## src/rtl/int_ctrl_pkg.sv

```systemverilog
// Shared definitions for the PicoBlaze interrupt sequencer: the sequencer state
// encoding, default widths and the ISR entry address.
package int_ctrl_pkg;

    localparam int unsigned DEFAULT_ADDR_W     = 12;
    localparam logic [11:0] DEFAULT_ISR_VECTOR = 12'hFFF;

    typedef enum logic [1:0] {
        IDLE = 2'd0,
        ACK  = 2'd1,
        ISR  = 2'd2
    } state_t;

    // ENABLE/DISABLE INTERRUPT outside an ISR; DISABLE wins if both decode.
    function automatic logic ie_update(input logic ie_cur, input logic eint, input logic dint);
        logic ie_new;
        ie_new = ie_cur;
        if (dint) begin
            ie_new = 1'b0;
        end else if (eint) begin
            ie_new = 1'b1;
        end
        return ie_new;
    endfunction

endpackage

```

## src/rtl/int_ctrl_if.sv

```systemverilog
// Core-side bundle between the PicoBlaze execute stage and the interrupt
// sequencer: retire/decode information in, PC/stack/flag control out.
interface int_ctrl_if #(
    parameter int unsigned ADDR_W = 12
);
    logic              instr_done;
    logic [ADDR_W-1:0] pc_next;
    logic              eint;
    logic              dint;
    logic              returni;
    logic              returni_ie;
    logic              zero_in;
    logic              carry_in;

    logic              pc_load;
    logic [ADDR_W-1:0] pc_vector;
    logic              push_ret;
    logic [ADDR_W-1:0] ret_addr;
    logic              flag_restore;
    logic              zero_out;
    logic              carry_out;

    // Core side
    modport master (
        output instr_done, pc_next, eint, dint, returni, returni_ie, zero_in, carry_in,
        input  pc_load, pc_vector, push_ret, ret_addr, flag_restore, zero_out, carry_out
    );

    // Sequencer side
    modport slave (
        input  instr_done, pc_next, eint, dint, returni, returni_ie, zero_in, carry_in,
        output pc_load, pc_vector, push_ret, ret_addr, flag_restore, zero_out, carry_out
    );

endinterface

```

## src/rtl/int_ctrl.sv

```systemverilog
// Interrupt sequencer: samples the pending level at instruction boundaries,
// vectors the core into the ISR and restores flags/enable on RETURNI.
module int_ctrl
    import int_ctrl_pkg::*;
#(
    parameter int unsigned       ADDR_W     = DEFAULT_ADDR_W,
    parameter logic [ADDR_W-1:0] ISR_VECTOR = ADDR_W'(DEFAULT_ISR_VECTOR)
) (
    input  logic          clk,
    input  logic          rst_n,
    input  logic          interrupt,
    output logic          ie,
    output logic          in_isr,
    output logic          interrupt_ack,
    int_ctrl_if.slave     bus
);

    state_t            state, state_d;
    logic              ie_d;
    logic              restore_d;
    logic [ADDR_W-1:0] ret_addr_d;
    logic              zero_d;
    logic              carry_d;

    assign bus.pc_vector = ISR_VECTOR;

    // NOTE: every variable gets its hold value first so no path leaves it
    // unassigned; otherwise synthesis infers a latch.
    always_comb begin
        state_d    = state;
        ie_d       = ie;
        restore_d  = 1'b0;
        ret_addr_d = bus.ret_addr;
        zero_d     = bus.zero_out;
        carry_d    = bus.carry_out;

        case (state)
            IDLE: begin
                if (bus.instr_done) begin
                    // Acceptance looks at the registered enable, so a DINT retiring
                    // on the same boundary cannot block the pending interrupt.
                    if (interrupt && ie) begin
                        state_d    = ACK;
                        ie_d       = 1'b0;
                        ret_addr_d = bus.pc_next;
                        zero_d     = bus.zero_in;
                        carry_d    = bus.carry_in;
                    end else if (bus.returni) begin
                        restore_d = 1'b1;
                        ie_d      = bus.returni_ie;
                    end else begin
                        ie_d = ie_update(ie, bus.eint, bus.dint);
                    end
                end
            end

            ACK: begin
                state_d = ISR;
            end

            ISR: begin
                // No nesting: enable decodes and the pending level are ignored here.
                if (bus.instr_done && bus.returni) begin
                    state_d   = IDLE;
                    restore_d = 1'b1;
                    ie_d      = bus.returni_ie;
                end
            end

            default: begin
                state_d = IDLE;
            end
        endcase
    end

    // NOTE: state updates use non-blocking assignments so every register samples
    // the pre-edge values regardless of statement order.
    always_ff @(posedge clk or negedge rst_n) begin
        if (!rst_n) begin
            state <= IDLE;
        end else begin
            state <= state_d;
        end
    end

    // Outputs are registered from the next-state decode so they line up with the
    // state they describe and never see a combinational path from the inputs.
    always_ff @(posedge clk or negedge rst_n) begin
        if (!rst_n) begin
            ie               <= 1'b0;
            in_isr           <= 1'b0;
            interrupt_ack    <= 1'b0;
            bus.pc_load      <= 1'b0;
            bus.push_ret     <= 1'b0;
            bus.flag_restore <= 1'b0;
            bus.ret_addr     <= '0;
            bus.zero_out     <= 1'b0;
            bus.carry_out    <= 1'b0;
        end else begin
            ie               <= ie_d;
            in_isr           <= (state_d == ISR);
            interrupt_ack    <= (state_d == ACK);
            bus.pc_load      <= (state_d == ACK);
            bus.push_ret     <= (state_d == ACK);
            bus.flag_restore <= restore_d;
            bus.ret_addr     <= ret_addr_d;
            bus.zero_out     <= zero_d;
            bus.carry_out    <= carry_d;
        end
    end

endmodule

```

## src/flat_wrapper.sv

```systemverilog
// flat-port wrapper written by rule: the top's interface ports become plain ports
module int_ctrl_flat import int_ctrl_pkg::*;
#(
    parameter int unsigned       ADDR_W     = DEFAULT_ADDR_W,
    parameter logic [ADDR_W-1:0] ISR_VECTOR = ADDR_W'(DEFAULT_ISR_VECTOR)
)
  (clk, rst_n, interrupt, ie, in_isr, interrupt_ack, bus_instr_done, bus_pc_next, bus_eint, bus_dint, bus_returni, bus_returni_ie, bus_zero_in, bus_carry_in, bus_pc_load, bus_pc_vector, bus_push_ret, bus_ret_addr, bus_flag_restore, bus_zero_out, bus_carry_out);
  int_ctrl_if #(.ADDR_W(ADDR_W)) bus_i ();
  input  logic clk;
  input  logic rst_n;
  input  logic interrupt;
  output logic ie;
  output logic in_isr;
  output logic interrupt_ack;
  input wire logic [$bits(bus_i.instr_done)-1:0] bus_instr_done;
  input wire logic [$bits(bus_i.pc_next)-1:0] bus_pc_next;
  input wire logic [$bits(bus_i.eint)-1:0] bus_eint;
  input wire logic [$bits(bus_i.dint)-1:0] bus_dint;
  input wire logic [$bits(bus_i.returni)-1:0] bus_returni;
  input wire logic [$bits(bus_i.returni_ie)-1:0] bus_returni_ie;
  input wire logic [$bits(bus_i.zero_in)-1:0] bus_zero_in;
  input wire logic [$bits(bus_i.carry_in)-1:0] bus_carry_in;
  output wire logic [$bits(bus_i.pc_load)-1:0] bus_pc_load;
  output wire logic [$bits(bus_i.pc_vector)-1:0] bus_pc_vector;
  output wire logic [$bits(bus_i.push_ret)-1:0] bus_push_ret;
  output wire logic [$bits(bus_i.ret_addr)-1:0] bus_ret_addr;
  output wire logic [$bits(bus_i.flag_restore)-1:0] bus_flag_restore;
  output wire logic [$bits(bus_i.zero_out)-1:0] bus_zero_out;
  output wire logic [$bits(bus_i.carry_out)-1:0] bus_carry_out;
  assign bus_i.instr_done = bus_instr_done;
  assign bus_i.pc_next = bus_pc_next;
  assign bus_i.eint = bus_eint;
  assign bus_i.dint = bus_dint;
  assign bus_i.returni = bus_returni;
  assign bus_i.returni_ie = bus_returni_ie;
  assign bus_i.zero_in = bus_zero_in;
  assign bus_i.carry_in = bus_carry_in;
  assign bus_pc_load = bus_i.pc_load;
  assign bus_pc_vector = bus_i.pc_vector;
  assign bus_push_ret = bus_i.push_ret;
  assign bus_ret_addr = bus_i.ret_addr;
  assign bus_flag_restore = bus_i.flag_restore;
  assign bus_zero_out = bus_i.zero_out;
  assign bus_carry_out = bus_i.carry_out;
  int_ctrl #(.ADDR_W(ADDR_W), .ISR_VECTOR(ISR_VECTOR)) u_core (.clk(clk), .rst_n(rst_n), .interrupt(interrupt), .ie(ie), .in_isr(in_isr), .interrupt_ack(interrupt_ack), .bus(bus_i));
endmodule
```

## config.mk

```make
export PLATFORM = sky130hd
export DESIGN_NAME = int_ctrl_flat
export DESIGN_NICKNAME = d
export VERILOG_FILES = /design/src/rtl/int_ctrl_pkg.sv /design/src/rtl/int_ctrl_if.sv /design/src/rtl/int_ctrl.sv /design/src/flat_wrapper.sv
export SDC_FILE = /design/constraint.sdc
export NUM_CORES = 1
export LEC_CHECK = 0
export ABC_AREA = 0
export ABC_CLOCK_PERIOD_IN_PS = 1400
export CORE_MARGIN = 4
export CORE_UTILIZATION = 34
export DETAILED_ROUTE_END_ITERATION = 7
export PLACE_DENSITY = 0.84
export RECOVER_POWER = 25
export SYNTH_ARGS = -nofsm -noshare
export SYNTH_HDL_FRONTEND = slang
export SYNTH_SLANG_ARGS = --single-unit
```

## constraint.sdc

```tcl
create_clock -name clk -period 1.4 [get_ports clk]
set_input_delay 0.28 -clock clk [delete_from_list [all_inputs] [get_ports clk]]
set_output_delay 0.28 -clock clk [all_outputs]
set_load 0.05 [all_outputs]
```

### Word level (Yosys, flattened, before mapping)

Index checks and enable logic that the tools add are counted.

* register bits after elaboration: 20
* input bits: 22
* output and inout port bits: 32
* word-level logic and storage cells: 37

* equal/unequal tests: 7
* muxes and demuxes: 16
* reductions and logical operators: 6

Operators with widths (number)
* $mux W1: 10
* $mux W2: 3
* $pmux W2 S3: 1
* $ne A5 B4 Y1 const B: 1
* $eq A2 B1 Y1 const B: 2
* $eq A2 B2 Y1 const B: 2
* $pmux W1 S2: 2
* $reduce_and A4 Y1: 1
* $reduce_and A3 Y1: 1
* $logic_and A1 B1 Y1: 2
* $logic_not A2 Y1: 1
* $ne A2 B1 Y1 const B: 1
* $ne A2 B2 Y1 const B: 1
* $reduce_bool A2 Y1: 1

### Longest topological paths before layout

Gate-level depths: netlist of run 1.

* word-level depth: 6
* mapped depth: 4
* depth with buffers taken out: 3

### Worst setup path before layout of run 1

No wires, ideal clock.

* path type: register -> register
* start point: register u_core.ie
* end point: register u_core.bus.ret_addr[10]
* setup time: 0.125 ns
* arrival: 1.643 ns
* data required time: 1.275 ns
* slack: -0.368 ns
* stages on the path, launching flop included: 5
* path buffers: 1
* clock period less this slack: 1.768 ns
* cell sequence: dfrtp_1 > nand2_2 > nor3b_4 > buf_12 > mux2_4

* cells in the longest elaborated chain, start to end: 2

Ends and longest elaborated chain
* start: declaration: line int_ctrl.sv:12 `output logic ie,`
* start signal: assignment: line int_ctrl.sv:100 `ie <= ie_d;`
* $logic_and A1 B1 Y1: line int_ctrl.sv:42 `if (interrupt && ie) begin`
* $reduce_and A3 Y1 (no line)
* end signal: assignment: line int_ctrl.sv:106 `bus.ret_addr <= ret_addr_d;`
* end: declaration: line int_ctrl_if.sv:32 `output pc_load, pc_vector, push_ret, ret_addr, flag_restore, zero_out, carry_out`

No other way between the ends.
A chain may end at the register's enable or synchronous reset.

### Worst setup path in the final report of run 1

* start point: register u_core.state[0]
* end point: register u_core.bus.ret_addr[5]

* cells in the longest elaborated chain, start to end: 2

Ends and longest elaborated chain
* start: declaration: line int_ctrl.sv:18 `state_t state, state_d;`
* start signal: assignment: line int_ctrl.sv:82 `state <= state_d;`
* $logic_not A2 Y1: line int_ctrl.sv:37 `case (state)`
* $reduce_and A3 Y1 (no line)

No other way between the ends.

==> metrics.yaml, run 1 <==
status:
  status: "finished with violations"
  violations: "setup timing"
power:
  peakVddDrop_mv: 1.59
  internal_power_mw: 2.62
  p_leak_nw: 0.796
  switching_share_pct: 41.3
  power_density_nw_per_um2: 2610
  power.switching_mw: 1.84
  clkPwrFrac_pct: 10.3
  power_frac_comb_pct: 63.9
  sequentialPowerShare_pct: 25.8
global_routing:
  grt_pass1_wl_mm: 3.60
  grt_pass1_vias: 739
  grt_use_total_pct: 13.3
  overflow: 0
  grt_max_degree: 21
  antenna_found_initial: 0
clock_tree:
  cts_sinks: 20
  cts_inserted_buffers: 3
  clkTransAtPathRegs_ns: 0.12
  ctsRootBufferMaster: "clkbuf_4"
  clk_path_buf_depth: 2
  clkLatencyLatePin_ns: 0.29
  cts_tree: "done"
  cts_max_level: 1
critical_path:
  r2r_start: "u_core.state[0]$_DFF_PN0_"
  crit_fanout: 5
  worstReg2RegEnd: "u_core.bus.ret_addr[5]$_DFFE_PN0P_"
  arrival_ns: 1.61
  r2r_cells: 4
  ff2ff_setup_slack_ns: -0.03
  cp-end-kind: "flip-flop"
  cp-start-kind: "flip-flop"
  critPathKind: "reg2reg"
  worstPathRequired_ns: 1.58
hold_path:
  hold_class: "in2reg"
  worstHoldEndpoint: "u_core.state[1]$_DFF_PN0_"
  hp-start: "bus_instr_done"
  whs_path_depth: 4
synthesis:
  yosysSeqAreaShare_pct: 51.5
  synth_warnings: 0
  avgSynthCellArea_sq_um: 13.7
  ys_seq_elements: 20
  ys_types: 24
  synthesis.area_sq_um: 972
  postSynthCellCount: 71
routing:
  vias: 691
  drt-total-wl_mm: 2.28
  post-route-drc-count: 0
  drt_iter0_markers: 11
  vias_per_cell: 4.49
  dr.pass1.iters: 4
  routedWlPerCell_um: 14.8
  antenna_left: 0
timing:
  finalCritPeriodShare_pct: 102
  timing.fmax_mhz: 701
  hold_viol: 0
  rsz0062_at_grt: "true"
  setup_viol: 14
  finClkSkew_ns: 0.00768
  period_needed_ns: 1.43
  slew_violations: 0
  hold_ws_ns: 0.429
  setup_ws_ns: -0.0271
finish:
  nets: 146
  layout-drive-gt1-share_pct: 44.7
  antennaDiodeCount: 0
  syn2layout_area_growth_pct: 75.7
  fin_area_sq_um: 1710
place:
  post_dp_cell_area_sq_um: 1600
  dp_hpwl_mm: 1.79
  place.gp.congestion: 0.735
  io_buffers: 41
  dp_slack_ns: -0.407
die:
  ios: 54
  initial_utilization_pct: 35.6
  die_area_sq_um: 3780
  die_h_um: 61.5
  core_area_sq_um: 2730
  die_w_um: 61.5
  rows: 19
run:
  drv_cap: 0
==> repair_timing <==
action | in CTS | in global routing
gates resized for setup | 11 | 0
hold buffers | 0 | 0
setup endpoints to repair | 14 | 14
setup buffers | 2 | 1
gates cloned | 1 | 0
hold endpoints to repair | 0 | 0
pin swaps | 1 | 0
==> power groups by stage <==
stage          Clock, mW  Sequential (mW)  Combinational (mW)
2_1_floorplan          0             1.87               0.651
5_1_grt            0.500             1.19                2.95
6_report           0.460             1.15                2.85
3_3_place_gp           0             1.15                2.72
3_5_place_dp           0             1.16                2.78
4_1_cts            0.475             1.16                2.88
==> cells in the final DEF, fill, tap and decap left out, drive strengths merged, types with 2 or more instances in the layout <==
cell and count:
clkdlybuf4s50 18, nor3b 2, nand2 3, dfrtp 20, mux2 14, clkbuf 4, buf 31, o21ai 3
dlygate4sd2 2, conb 12
==> Yosys cell counts, drive strengths merged <==
master,n,area share [%]
o211a,1,1.0
inv,1,0.39
a21boi,1,0.77
nand2b,1,0.64
a2111o,1,1.2
o21ai,3,1.5
nand3,1,0.51
nor2,1,0.39
dfrtp,20,51
nor3b,2,2.7
buf,15,13
nand2,3,1.4
conb,1,0.39
mux2,14,20
a41oi,1,0.90
and2b,1,0.90
nand3b,1,0.77
a31oi,1,0.64
nor2b,1,1.4
clkbuf,1,0.39
==> cells by family (layout without fill, tap and decap cells) <==
kind of cell    Yosys count  after routing  synth area share (%)
compound gates            8              8                  6.05
buf+inv                  17             58                  13.6
flops                    20             20                  51.5
mux                      14             14                  19.7
other cells               1             12                 0.386
simple gates             11             11                  8.75
==> through the flow <==
| step | util [%] | total power, mW | TNS [ns] | std cells |
|---|---|---|---|---|
| global placement | 58.5 | 3.87 | -4.98 | 146 |
| CTS | 62.3 | 4.51 | -0.318 | 153 |
| global route | 62.5 | 4.64 | -1.29 | 154 |
| floorplan | - | 2.52 | -2.10 | 82 |
| detailed placement | 58.5 | 3.94 | -5.58 | 146 |
| finish | 62.5 | 4.46 | -0.238 | 154 |
==> worst max-delay path by stage <==
stage | to | slack (ns) | from
final | u_core.bus.ret_addr[5]$_DFFE_PN0P_ | -0.03 | u_core.state[0]$_DFF_PN0_
after global routing | u_core.bus.ret_addr[5]$_DFFE_PN0P_ | -0.10 | u_core.state[0]$_DFF_PN0_
after CTS | u_core.bus.ret_addr[5]$_DFFE_PN0P_ | -0.03 | u_core.state[0]$_DFF_PN0_
after detailed placement | u_core.bus.ret_addr[5]$_DFFE_PN0P_ | -0.41 | bus_instr_done
after global placement | u_core.bus.ret_addr[6]$_DFFE_PN0P_ | -0.37 | interrupt
after floorplan | u_core.bus.ret_addr[10]$_DFFE_PN0P_ | -0.19 | u_core.ie$_DFFE_PN0P_
==> final cells by class <==
class,instances,area [sq um]
clock buffer,3,22.5
clock inverter,1,30.0
timing repair buffer,53,707
fill,218,1030
sequential,20,502
inverter,1,3.75
tap,31,38.8
multi-input combinational,45,404
==> worst max-delay path, stage by stage (launching register included) <==
cell and delay, ns:
dfrtp_1 0.43, nor2b_4 0.12, nor3b_4 0.28, buf_6 0.18, mux2_4 0.30
==> metal layers <==
| layer | routed length [um] | global-route usage, % |
|---|---|---|
| met3 | 223 | 3.56 |
| met5 | 0 | 0 |
| met2 | 1220 | 24.3 |
| met4 | 15 | 3.64 |
| met1 | 821 | 15.3 |
==> state kept, by name (all words and copies together), names as in the netlist <==
| name | count |
|---|---|
| u_core.bus.pc_load | 1 |
| u_core.bus.zero_out | 1 |
| u_core.in_isr | 1 |
| u_core.state | 2 |
| u_core.bus.flag_restore | 1 |
| u_core.bus.carry_out | 1 |
| u_core.bus.ret_addr | 12 |
| u_core.ie | 1 |
No activity file was read; power rests on OpenSTA's default activity.
==> inputs of run 2 (changes only) <==
CORE_UTILIZATION = 54   (was 34)
DONT_BUFFER_PORTS = 1   (was not set)
PLACE_DENSITY = 0.81   (was 0.84)
==> metrics.yaml, run 2 (synthesized netlist as in run 1, its figures left out) <==
critical_path:
  r2r_cells: 4
  slowest_stage: "dfrtp_1"
  arrival_ns: 1.58
  crit_buf_inv: 1
  worstPathRequired_ns: 1.58
  ff2ff_setup_slack_ns: -0.002
  crit_fanout: 15
  cp.depth: 4
  cp-start-kind: "flip-flop"
  startpoint: "u_core.state[0]$_DFF_PN0_"
  critical-path-top-delay-family: "flip-flops"
  worstReg2RegEnd: "u_core.bus.ret_addr[2]$_DFFE_PN0P_"
  worstPathCellList: "nor2b_4 > nor3b_4 > buf_12 > mux2_4"
  r2r_start: "u_core.state[0]$_DFF_PN0_"
  max_stage_delay_ns: 0.43
  endpoint: "u_core.bus.ret_addr[2]$_DFFE_PN0P_"
  critPathKind: "reg2reg"
  cp-end-kind: "flip-flop"
routing:
  vias: 527
  dr_wl_met3_um: 189
  wl_met2_um: 838
  highest_layer: "met4"
  routedWlPerCell_um: 16.1
  drt_iter0_markers: 9
  post-route-drc-count: 0
  wl_met1_um: 594
  dr.pass1.iters: 4
  drt-total-wl_mm: 1.64
  antenna_left: 0
  vias_per_cell: 5.17
finish:
  reg_top3: "u_core.bus.ret_addr: 12 flops, u_core.state: 2 flops"
  mostFrequentLayoutCells: "dfrtp_1 (19), mux2_4 (14), conb_1 (12)"
  regMostFlops: "u_core.bus.ret_addr"
  layout-drive-gt1-share_pct: 37.7
  multiInputGateArea_sq_um: 404
  final_common_cell: "dfrtp_1"
  nets: 100
  largest_reg_flops: 12
  antennaDiodeCount: 0
  syn2layout_area_growth_pct: 8.75
  register_area_sq_um: 502
  nFillCells: 132
die:
  die_w_um: 50.4
  rows: 15
  die_area_sq_um: 2540
  die_h_um: 50.4
  ios: 54
  initial_utilization_pct: 56.9
  core_area_sq_um: 1710
clock_tree:
  cts_tree: "done"
  clkLatencyLatePin_ns: 0.29
  clk_path_buf_depth: 2
  ctsRootBufferMaster: "clkbuf_4"
  cts_sinks: 20
  cts_max_level: 1
  clkTransAtPathRegs_ns: 0.10
  cts_inserted_buffers: 3
timing:
  finalCritPeriodShare_pct: 100
  timing.fmax_mhz: 713
  tightest_slew_ns: 0.839
  hold_viol: 0
  rsz0062_at_grt: "true"
  hold_ws_ns: 0.109
  period_needed_ns: 1.40
  slew_violations: 0
  slew_headroom_pct: 43.9
  setup_viol: 1
  setup_ws_ns: -0.00245
  finClkSkew_ns: 0.00601
power:
  power_density_nw_per_um2: 2890
  p_leak_nw: 0.502
  power_mw: 3.05
  peakVddDrop_mv: 1.52
place:
  dp_slack_ns: -0.0528
  dp_hpwl_mm: 1.23
  io_buffers: 0
  place.gp.congestion: 0.731
hold_path:
  whs_path_depth: 1
  hold_class: "in2reg"
  hp-start: "bus_returni"
status:
  violations: "setup timing"
  status: "finished with violations"
global_routing:
  grt_pass1_vias: 537
  grt_pass1_wl_mm: 2.55
  grt_max_degree: 21
  antenna_found_initial: 0
  grt_use_total_pct: 13.5
  overflow: 0
run:
  drv_cap: 0
run 2: per-stage QoR:
stage | area, sq um | instances | util, % | TNS, ns
after CTS | 1040 | 102 | 61.0 | -0.121
after global placement | 985 | 96 | 57.7 | 0
after global routing | 1060 | 102 | 61.9 | -0.648
after detailed placement | 985 | 96 | 57.7 | -0.225
final | 1060 | 102 | 61.9 | -0.00245
after floorplan | 1020 | 82 | - | -2.10
run 2: worst min-delay path by stage:
stage / slack [ns] / to
finish: 0.11 / u_core.bus.flag_restore$_DFF_PN0_
detailed placement: -0.02 / u_core.bus.pc_load$_DFF_PN0_
floorplan: -0.02 / u_core.bus.carry_out$_DFFE_PN0P_
global placement: -0.02 / u_core.bus.pc_load$_DFF_PN0_
global route: 0.09 / u_core.bus.flag_restore$_DFF_PN0_
CTS: 0.1 / u_core.bus.flag_restore$_DFF_PN0_
run 2: repair_timing:
item | in CTS | in global routing
pin swaps | 0 | 0
buffers inserted | 1 | 0
gates resized for setup | 1 | 4
endpoints found under the hold margin | 20 | 0
hold buffers | 1 | 0
endpoints found under the setup margin | 14 | 14
run 2: final cells by class:
cell class	instances	area share (%)
sequential	20	47.5
multi-input combinational	45	38.2
timing repair buffer	7	7.57
clock buffer	4	3.43
tap	25	2.96
inverter	1	0.355
run 2: power breakdown:
group	switching, mW	total, mW	internal (mW)
logic	0.411	0.884	0.473
clock network	0.164	0.323	0.158
registers	1.01	1.84	0.831
run 2: layer usage:
layer | GRT usage (%) | vias up
met5 | 0 | -
met4 | 5.38 | 0
met3 | 4.75 | 2
met2 | 24.3 | 32
met1 | 14.2 | 262
li1 | - | 231
run 2: worst register-to-register path: stages (launching register included):
cell and delay (ns):
dfrtp_1 0.43, nor2b_4 0.13, nor3b_4 0.22, buf_12 0.19, mux2_4 0.32
==> inputs of run 3 (changes only) <==
GPL_TIMING_DRIVEN = 1   (was not set)
==> results of run 3 <==
Final layout, timing and power as in run 2 (identical DEF).
